File: src/rtl/clock_gate_ctrl_pkg.sv
// Shared types and helpers for the multi-channel clock-gate controller.
package clock_gate_pkg;

  // Per-channel gating state: running, paused, or in the post-wake hold-off window.
  typedef enum logic [1:0] {
    CG_RUN   = 2'd0,
    CG_GATED = 2'd1,
    CG_WAKE  = 2'd2
  } cg_state_e;

  localparam int unsigned WAKE_CYCLES_DEFAULT = 2;

  // Width of the wake hold-off counter, i.e. $clog2(WAKE_CYCLES+1).
  // The result is kept at least 1 bit wide.
  function automatic int unsigned wake_w(input int unsigned cycles);
    int unsigned w;
    w = $clog2(cycles + 1);
    return (w < 1) ? 1 : w;
  endfunction

  localparam int unsigned WAKE_W = wake_w(WAKE_CYCLES_DEFAULT);

endpackage

File: src/rtl/clock_gate_ctrl_cell.sv
// Glitch-free clock gate: a low-transparent latch followed by an AND.
// The latch is the only non-flop storage in the controller.
// It needs an STA/lint waiver as an intentional latch.
module clock_gate_cell (
  input  logic aclk_i,
  input  logic pause_i,
  output logic gclk_o
);

  logic pause_l;

  // Capture the pause request only while aclk is low.
  // The enable is therefore frozen for the whole high phase, so no runt pulse can occur.
  always_latch begin
    if (!aclk_i) pause_l <= pause_i;
  end

  assign gclk_o = aclk_i & ~pause_l;

endmodule

File: src/rtl/clock_gate_ctrl.sv
// Multi-channel clock-gate controller.
// Each channel pauses on a clear_clock_gate rising edge or on an idle timeout.
// It resumes on set_clock_gate or on busy activity, after a short hold-off window.
module clock_gate_ctrl
  import clock_gate_pkg::*;
#(
  parameter int unsigned NCH         = 4,
  parameter int unsigned IDLE_W      = 8,
  parameter int unsigned WAKE_CYCLES = 2,
  parameter bit          AUTO_WAKE   = 1'b1
) (
  input  logic              aclk,
  input  logic              resetn,
  output logic [NCH-1:0]    clk,
  input  logic [NCH-1:0]    clear_clock_gate,
  input  logic [NCH-1:0]    set_clock_gate,
  input  logic [NCH-1:0]    busy,
  input  logic [IDLE_W-1:0] idle_limit,
  input  logic              force_on,
  output logic [NCH-1:0]    gated
);

  localparam int unsigned         HOLD_W    = wake_w(WAKE_CYCLES);
  localparam logic [HOLD_W-1:0]   HOLD_LAST = HOLD_W'(WAKE_CYCLES - 1);
  localparam logic [IDLE_W-1:0]   IDLE_ONE  = IDLE_W'(1);

  logic [NCH-1:0] clear_last_q;
  logic [NCH-1:0] clr_ps;

  assign clr_ps = clear_clock_gate & ~clear_last_q;

  // Edge history keeps tracking while force_on is high.
  // A clear that is still held when force_on drops therefore does not fire.
  always_ff @(posedge aclk) begin
    if (!resetn) clear_last_q <= '0;
    else         clear_last_q <= clear_clock_gate;
  end

  for (genvar gi = 0; gi < NCH; gi++) begin : g_ch
    cg_state_e          state_q, state_d;
    logic [IDLE_W-1:0]  idle_q,  idle_d;
    logic [HOLD_W-1:0]  hold_q,  hold_d;

    // Next-state logic.
    // An explicit request edge beats a same-cycle release.
    // The idle compare is an equality against the live limit.
    always_comb begin
      state_d = state_q;
      idle_d  = idle_q;
      hold_d  = hold_q;
      if (force_on) begin
        state_d = CG_RUN;
        idle_d  = '0;
        hold_d  = '0;
      end else begin
        unique case (state_q)
          CG_RUN: begin
            if (clr_ps[gi]) begin
              state_d = CG_GATED;
              idle_d  = '0;
            end else if (idle_limit != '0 && idle_q == idle_limit) begin
              state_d = CG_GATED;
              idle_d  = '0;
            end else if (busy[gi]) begin
              idle_d  = '0;
            end else if (idle_q != '1) begin
              idle_d  = idle_q + IDLE_ONE;
            end
          end
          CG_GATED: begin
            idle_d = '0;
            if (set_clock_gate[gi] || (AUTO_WAKE && busy[gi])) begin
              state_d = CG_WAKE;
              hold_d  = '0;
            end
          end
          CG_WAKE: begin
            idle_d = '0;
            if (clr_ps[gi]) begin
              state_d = CG_GATED;
              hold_d  = '0;
            end else if (hold_q == HOLD_LAST) begin
              state_d = CG_RUN;
              hold_d  = '0;
            end else begin
              hold_d  = hold_q + HOLD_W'(1);
            end
          end
          default: begin
            state_d = CG_RUN;
            idle_d  = '0;
            hold_d  = '0;
          end
        endcase
      end
    end

    // State and counter registers.
    // Reset returns the channel to RUN with its clock running.
    always_ff @(posedge aclk) begin
      if (!resetn) begin
        state_q <= CG_RUN;
        idle_q  <= '0;
        hold_q  <= '0;
      end else begin
        state_q <= state_d;
        idle_q  <= idle_d;
        hold_q  <= hold_d;
      end
    end

    assign gated[gi] = (state_q == CG_GATED);

    clock_gate_cell u_cell (
      .aclk_i  (aclk),
      .pause_i (gated[gi]),
      .gclk_o  (clk[gi])
    );
  end

endmodule
File: config.mk
export PLATFORM = sky130hd
export DESIGN_NAME = clock_gate_ctrl
export DESIGN_NICKNAME = d
export VERILOG_FILES = /design/src/rtl/clock_gate_ctrl_pkg.sv /design/src/rtl/clock_gate_ctrl_cell.sv /design/src/rtl/clock_gate_ctrl.sv
export SDC_FILE = /design/constraint.sdc
export NUM_CORES = 1
export LEC_CHECK = 0
export ABC_AREA = 1
export BUFFER_PORTS_ARGS = -buffer_cell sky130_fd_sc_hd__buf_2
export CORE_ASPECT_RATIO = 0.6
export CORE_MARGIN = 3
export CORE_UTILIZATION = 35
export CTS_CLUSTER_DIAMETER = 40
export DETAILED_ROUTE_END_ITERATION = 12
export HOLD_SLACK_MARGIN = 0.08
export SKIP_LAST_GASP = 1
export SYNTH_ARGS = -nofsm -noshare
export SYNTH_HDL_FRONTEND = slang
export SYNTH_SLANG_ARGS = --single-unit
File: constraint.sdc
create_clock -name aclk -period 3.05 [get_ports aclk]
set_input_delay 0.4575 -clock aclk [delete_from_list [all_inputs] [get_ports aclk]]
set_output_delay 0.4575 -clock aclk [all_outputs]
set_load 0.01 [all_outputs]
# Word level (Yosys, flattened, before mapping)
# Index checks and enable logic that the tools add are counted.
[totals] ff_bits=52 latch_bits=4 inputBits=23
[op_classes] addsub=8 n_eq_ne=32 n_mux=44 n_bitwise=15 n_reduce_logical=26
[ops] operator="2-to-1 mux 2 bit" count=32
[ops] operator="case mux 2 bit (3 select lines)" count=8
[ops] operator="adder 8 x 1 -> 8 bit, second input constant" count=4
[ops] operator="== test 8 bit" count=4
[ops] operator="!= test 8 bit, second input constant" count=4
[ops] operator="!= test 3 bit, second input constant" count=8
[ops] operator="OR reduction 6 bit" count=4
[ops] operator="== test 2 x 1 -> 1 bit, second input constant" count=8
[ops] operator="AND reduction 3 bit" count=4
[ops] operator="NOT 1 bit" count=9
[ops] operator="adder 2 x 1 -> 2 bit, second input constant" count=4
[ops] operator="== test 2 bit, second input constant" count=4
[ops] operator="logical NOT 2 bit" count=4
[ops] operator="!= test 2 bit, second input constant" count=4
[ops] operator="AND reduction 2 bit" count=4
[ops] operator="nonzero test 8 bit" count=1
[ops] operator="AND 1 bit" count=4
[ops] operator="AND 4 bit" count=1
[ops] operator="logical AND 1 bit" count=4
[ops] operator="logical OR 1 bit" count=4
[ops] operator="2-to-1 mux 1 bit" count=4
[ops] operator="NOT 4 bit" count=1
[ops] operator="OR reduction 2 bit" count=1

# Logic depth before layout (Yosys ltp)
[depth] word_depth=5 ltp_mapped=10 mapped_depth_nobuf=10

# Hierarchy
# Synthesis repeated with hierarchy kept, for this count alone.
[unflattened] hier_cells=470 area_unflattened_um2=3095.5
[modules_own_cells] module="clock_gate_ctrl" n_inst=1 cells_each=458 area_per_inst_um2=2995.4 seq_area_each_um2=1041.0
[modules_own_cells] module="clock_gate_cell" n_inst=4 cells_each=3 area_per_inst_um2=25.0 seq_area_each_um2=0.0

==> flow_summary.toml <==
[worst_setup_path]
cp-startpoint = "g_ch[1].u_cell.pause_l"
reg2reg_from = "g_ch[2].state_q[0]"
path_cells = "nor2_1, buf_2"
critPathCaptureType = "output pin"
path_buf_inv = 1
cp.required_ps = 2590
cp_slowest_cell = "dlxtn_1"
crit_family = "latches"
crit_arrival_ps = 2450
cpPeakStageDelay_ps = 410
start_kind = "latch"
crit_type = "latch to output pin"
path_max_fanout = 1

[cts]
htreeDepth = 3
cts_root_buf = "clkbuf_16"
numCtsBuffers = 9
cts_tree = "yes"
post_cts_resized = 0
path_clk_slew_ps = 50
clock_latency_ps = 330
clk_path_buf_depth = 2
cts_hold_buf = 0
cts_setup_buffers = 0

[floorplan]
core_area_um2 = 8718
dieArea_um2 = 10430
fp.dieW_um = 129.8
start_util_pct = 36.94
die_h_um = 80.31
ioPinCount = 31
rows = 26

[drt]
via_count = 2903
viasPerCell = 4.601
ant_nets = 0
drt-total-wl_um = 7384
dr.pass1.iters = 4
drtIter0Drc = 157
wl_per_cell_um = 11.70
drcViolationCount = 0

[yosys]
async_reset_ff_share_pct = 0
netlist_area_um2 = 3221
synth_flop_cell = "dfxtp_1"
yosys_register_bits = 56
syn_nets = 508
syn_inst = 481
synth_edf_count = 0
synth_cell_types = 35
syn_avg_cell_area_um2 = 6.696
yosysWarnings = 0

[final_layout]
antenna_cells = 0
num-nets-final = 541
fin_area_um2 = 3756
layout-drive-gt1-share_pct = 17.15
final_core_util_pct = 43.08
area_delta_synth_final_pct = 16.63

[grt]
antenna_found_initial = 0
gr-total-overflow = 0
grt_max_degree = 11
grt_pass1_wl_um = 12490
grt_usage_pct = 15.32
grt_pass1_vias = 2778

[pwr]
irDropWorstVdd_mv = 0.2591
cellPowerDensity_nw_per_um2 = 554.8
p_leak_nw = 1.597

[timing]
finClkSkew_ps = 7.009
slew_headroom_pct = 80.33
setup_violations = 0
rsz0062_at_grt = "false"
worst_pin_slew_ps = 291.9
slew_viol_final = 0
finalSetupTns_ps = 0
hold_violations = 0

[placed_design]
port_buffers = 30
place.gp.congestion = 0.8459
place_hpwl_um = 5722
dpl_cell_area_um2 = 3421

[min_path]
hp-start = "clear_clock_gate[2]"
hold_class = "input port to flip-flop"

[job]
maxCapViolCount = 0

[status]
status = "finished, final reports clean"
==> cell usage after synthesis, types with 2 or more instances <==
cell / instances / area [µm²]
a31oi_2: 2 / 25.02
nor3_2: 2 / 20.02
nor3_1: 4 / 20.02
inv_1: 65 / 244.0
nand3_1: 26 / 130.1
nand2_4: 2 / 22.52
dlxtn_1: 4 / 60.06
nor2_4: 4 / 45.04
xor2_1: 7 / 61.31
inv_2: 6 / 22.52
nor2_2: 13 / 81.33
o21ai_0: 14 / 70.07
o211ai_1: 3 / 22.52
buf_6: 2 / 22.52
nand4_1: 2 / 12.51
nand3_4: 2 / 35.03
or2_2: 2 / 12.51
nand3_2: 5 / 50.05
buf_4: 9 / 67.56
dfxtp_1: 52 / 1041
ha_1: 4 / 50.05
nor2_1: 57 / 214.0
xnor2_1: 17 / 148.9
nand2_1: 141 / 529.3
a21oi_1: 26 / 130.1
==> cells in the final DEF, fill, tap and decap left out, types with 3 or more instances in the layout <==
cell       count
xor2_1         7
nor3_1         4
a21oi_1       26
nand3_2        5
dlxtn_1        4
clkbuf_16     10
inv_1         68
nor2_1        57
ha_1           4
o211ai_1       3
xnor2_1       17
nor2_4         4
nand3_1       26
nor2_2        13
inv_2          8
nand2_1      141
buf_2         30
o21ai_0       14
dfxtp_1       52
==> cell type report <==
class / count / area [µm²]
Clock buffer: 16 / 297.8
Clock inverter: 8 / 61.31
Fill cell: 912 / 4962
Inverter: 73 / 277.8
Multi-Input combinational cell: 340 / 1748
Sequential cell: 56 / 1101
Tap cell: 112 / 140.1
Timing Repair Buffer: 26 / 130.1
==> routing by layer <==
metal / track usage, % / part of all wire, %
met1: 20.62 / 52
met3: 5.249 / 4.8
met5: 0 / 0
met2: 22.76 / 42
met4: 5.290 / 1.4
==> power breakdown <==
group | internal (mW) | leakage, nW | switching, mW
logic | 0.0542 | 0.934 | 0.0929
registers | 0.729 | 0.452 | 0.00937
clock network | 0.772 | 0.211 | 0.427
total | 1.55 | 1.60 | 0.529
==> tightest hold or removal path: cells and delay by family <==
family | cells | cell delay (ps)
simple gates | 1 | 50
buf+inv | 2 | 140
==> sequential cells by signal, indices dropped and copies added (netlist names) <==
signal,flops
g_ch.state_q,8
g_ch.idle_q,32
g_ch.u_cell.pause_l,4
g_ch.hold_q,8
clear_last_q,4
==> final timing paths <==
path	cells past startpoint	endpoint	slack (ps)
worst max-delay path	2	clk[1]	140
worst min-delay path	3	clear_last_q[2]	340
worst max register to register	2	g_ch[2].u_cell.pause_l	840
worst min register to register	2	g_ch[3].hold_q[1]	420
==> kinds of logic (layout without fill, tap and decap cells) <==
logic type | after synthesis | after routing | synth area share, %
flops | 52 | 52 | 32.32
fa+ha+maj | 4 | 4 | 1.554
buf+inv | 85 | 123 | 11.54
simple gates | 265 | 265 | 38.03
compound gates | 47 | 47 | 8.158
xor+xnor | 24 | 24 | 6.527
latches | 4 | 4 | 1.865
==> stage by stage <==
stage	cells	power, mW	hold WS (ps)	setup WS [ps]
2_1_floorplan	481	0.9877	404.7	532.9
3_3_place_gp	612	0.9990	413.2	534.4
3_5_place_dp	612	1.002	414.7	520.7
4_1_cts	631	2.115	329.7	121.3
5_1_grt	631	2.186	343.3	89.08
6_report	631	2.084	342.4	140.5
Note: power is estimated with default switching activity, not from simulation.
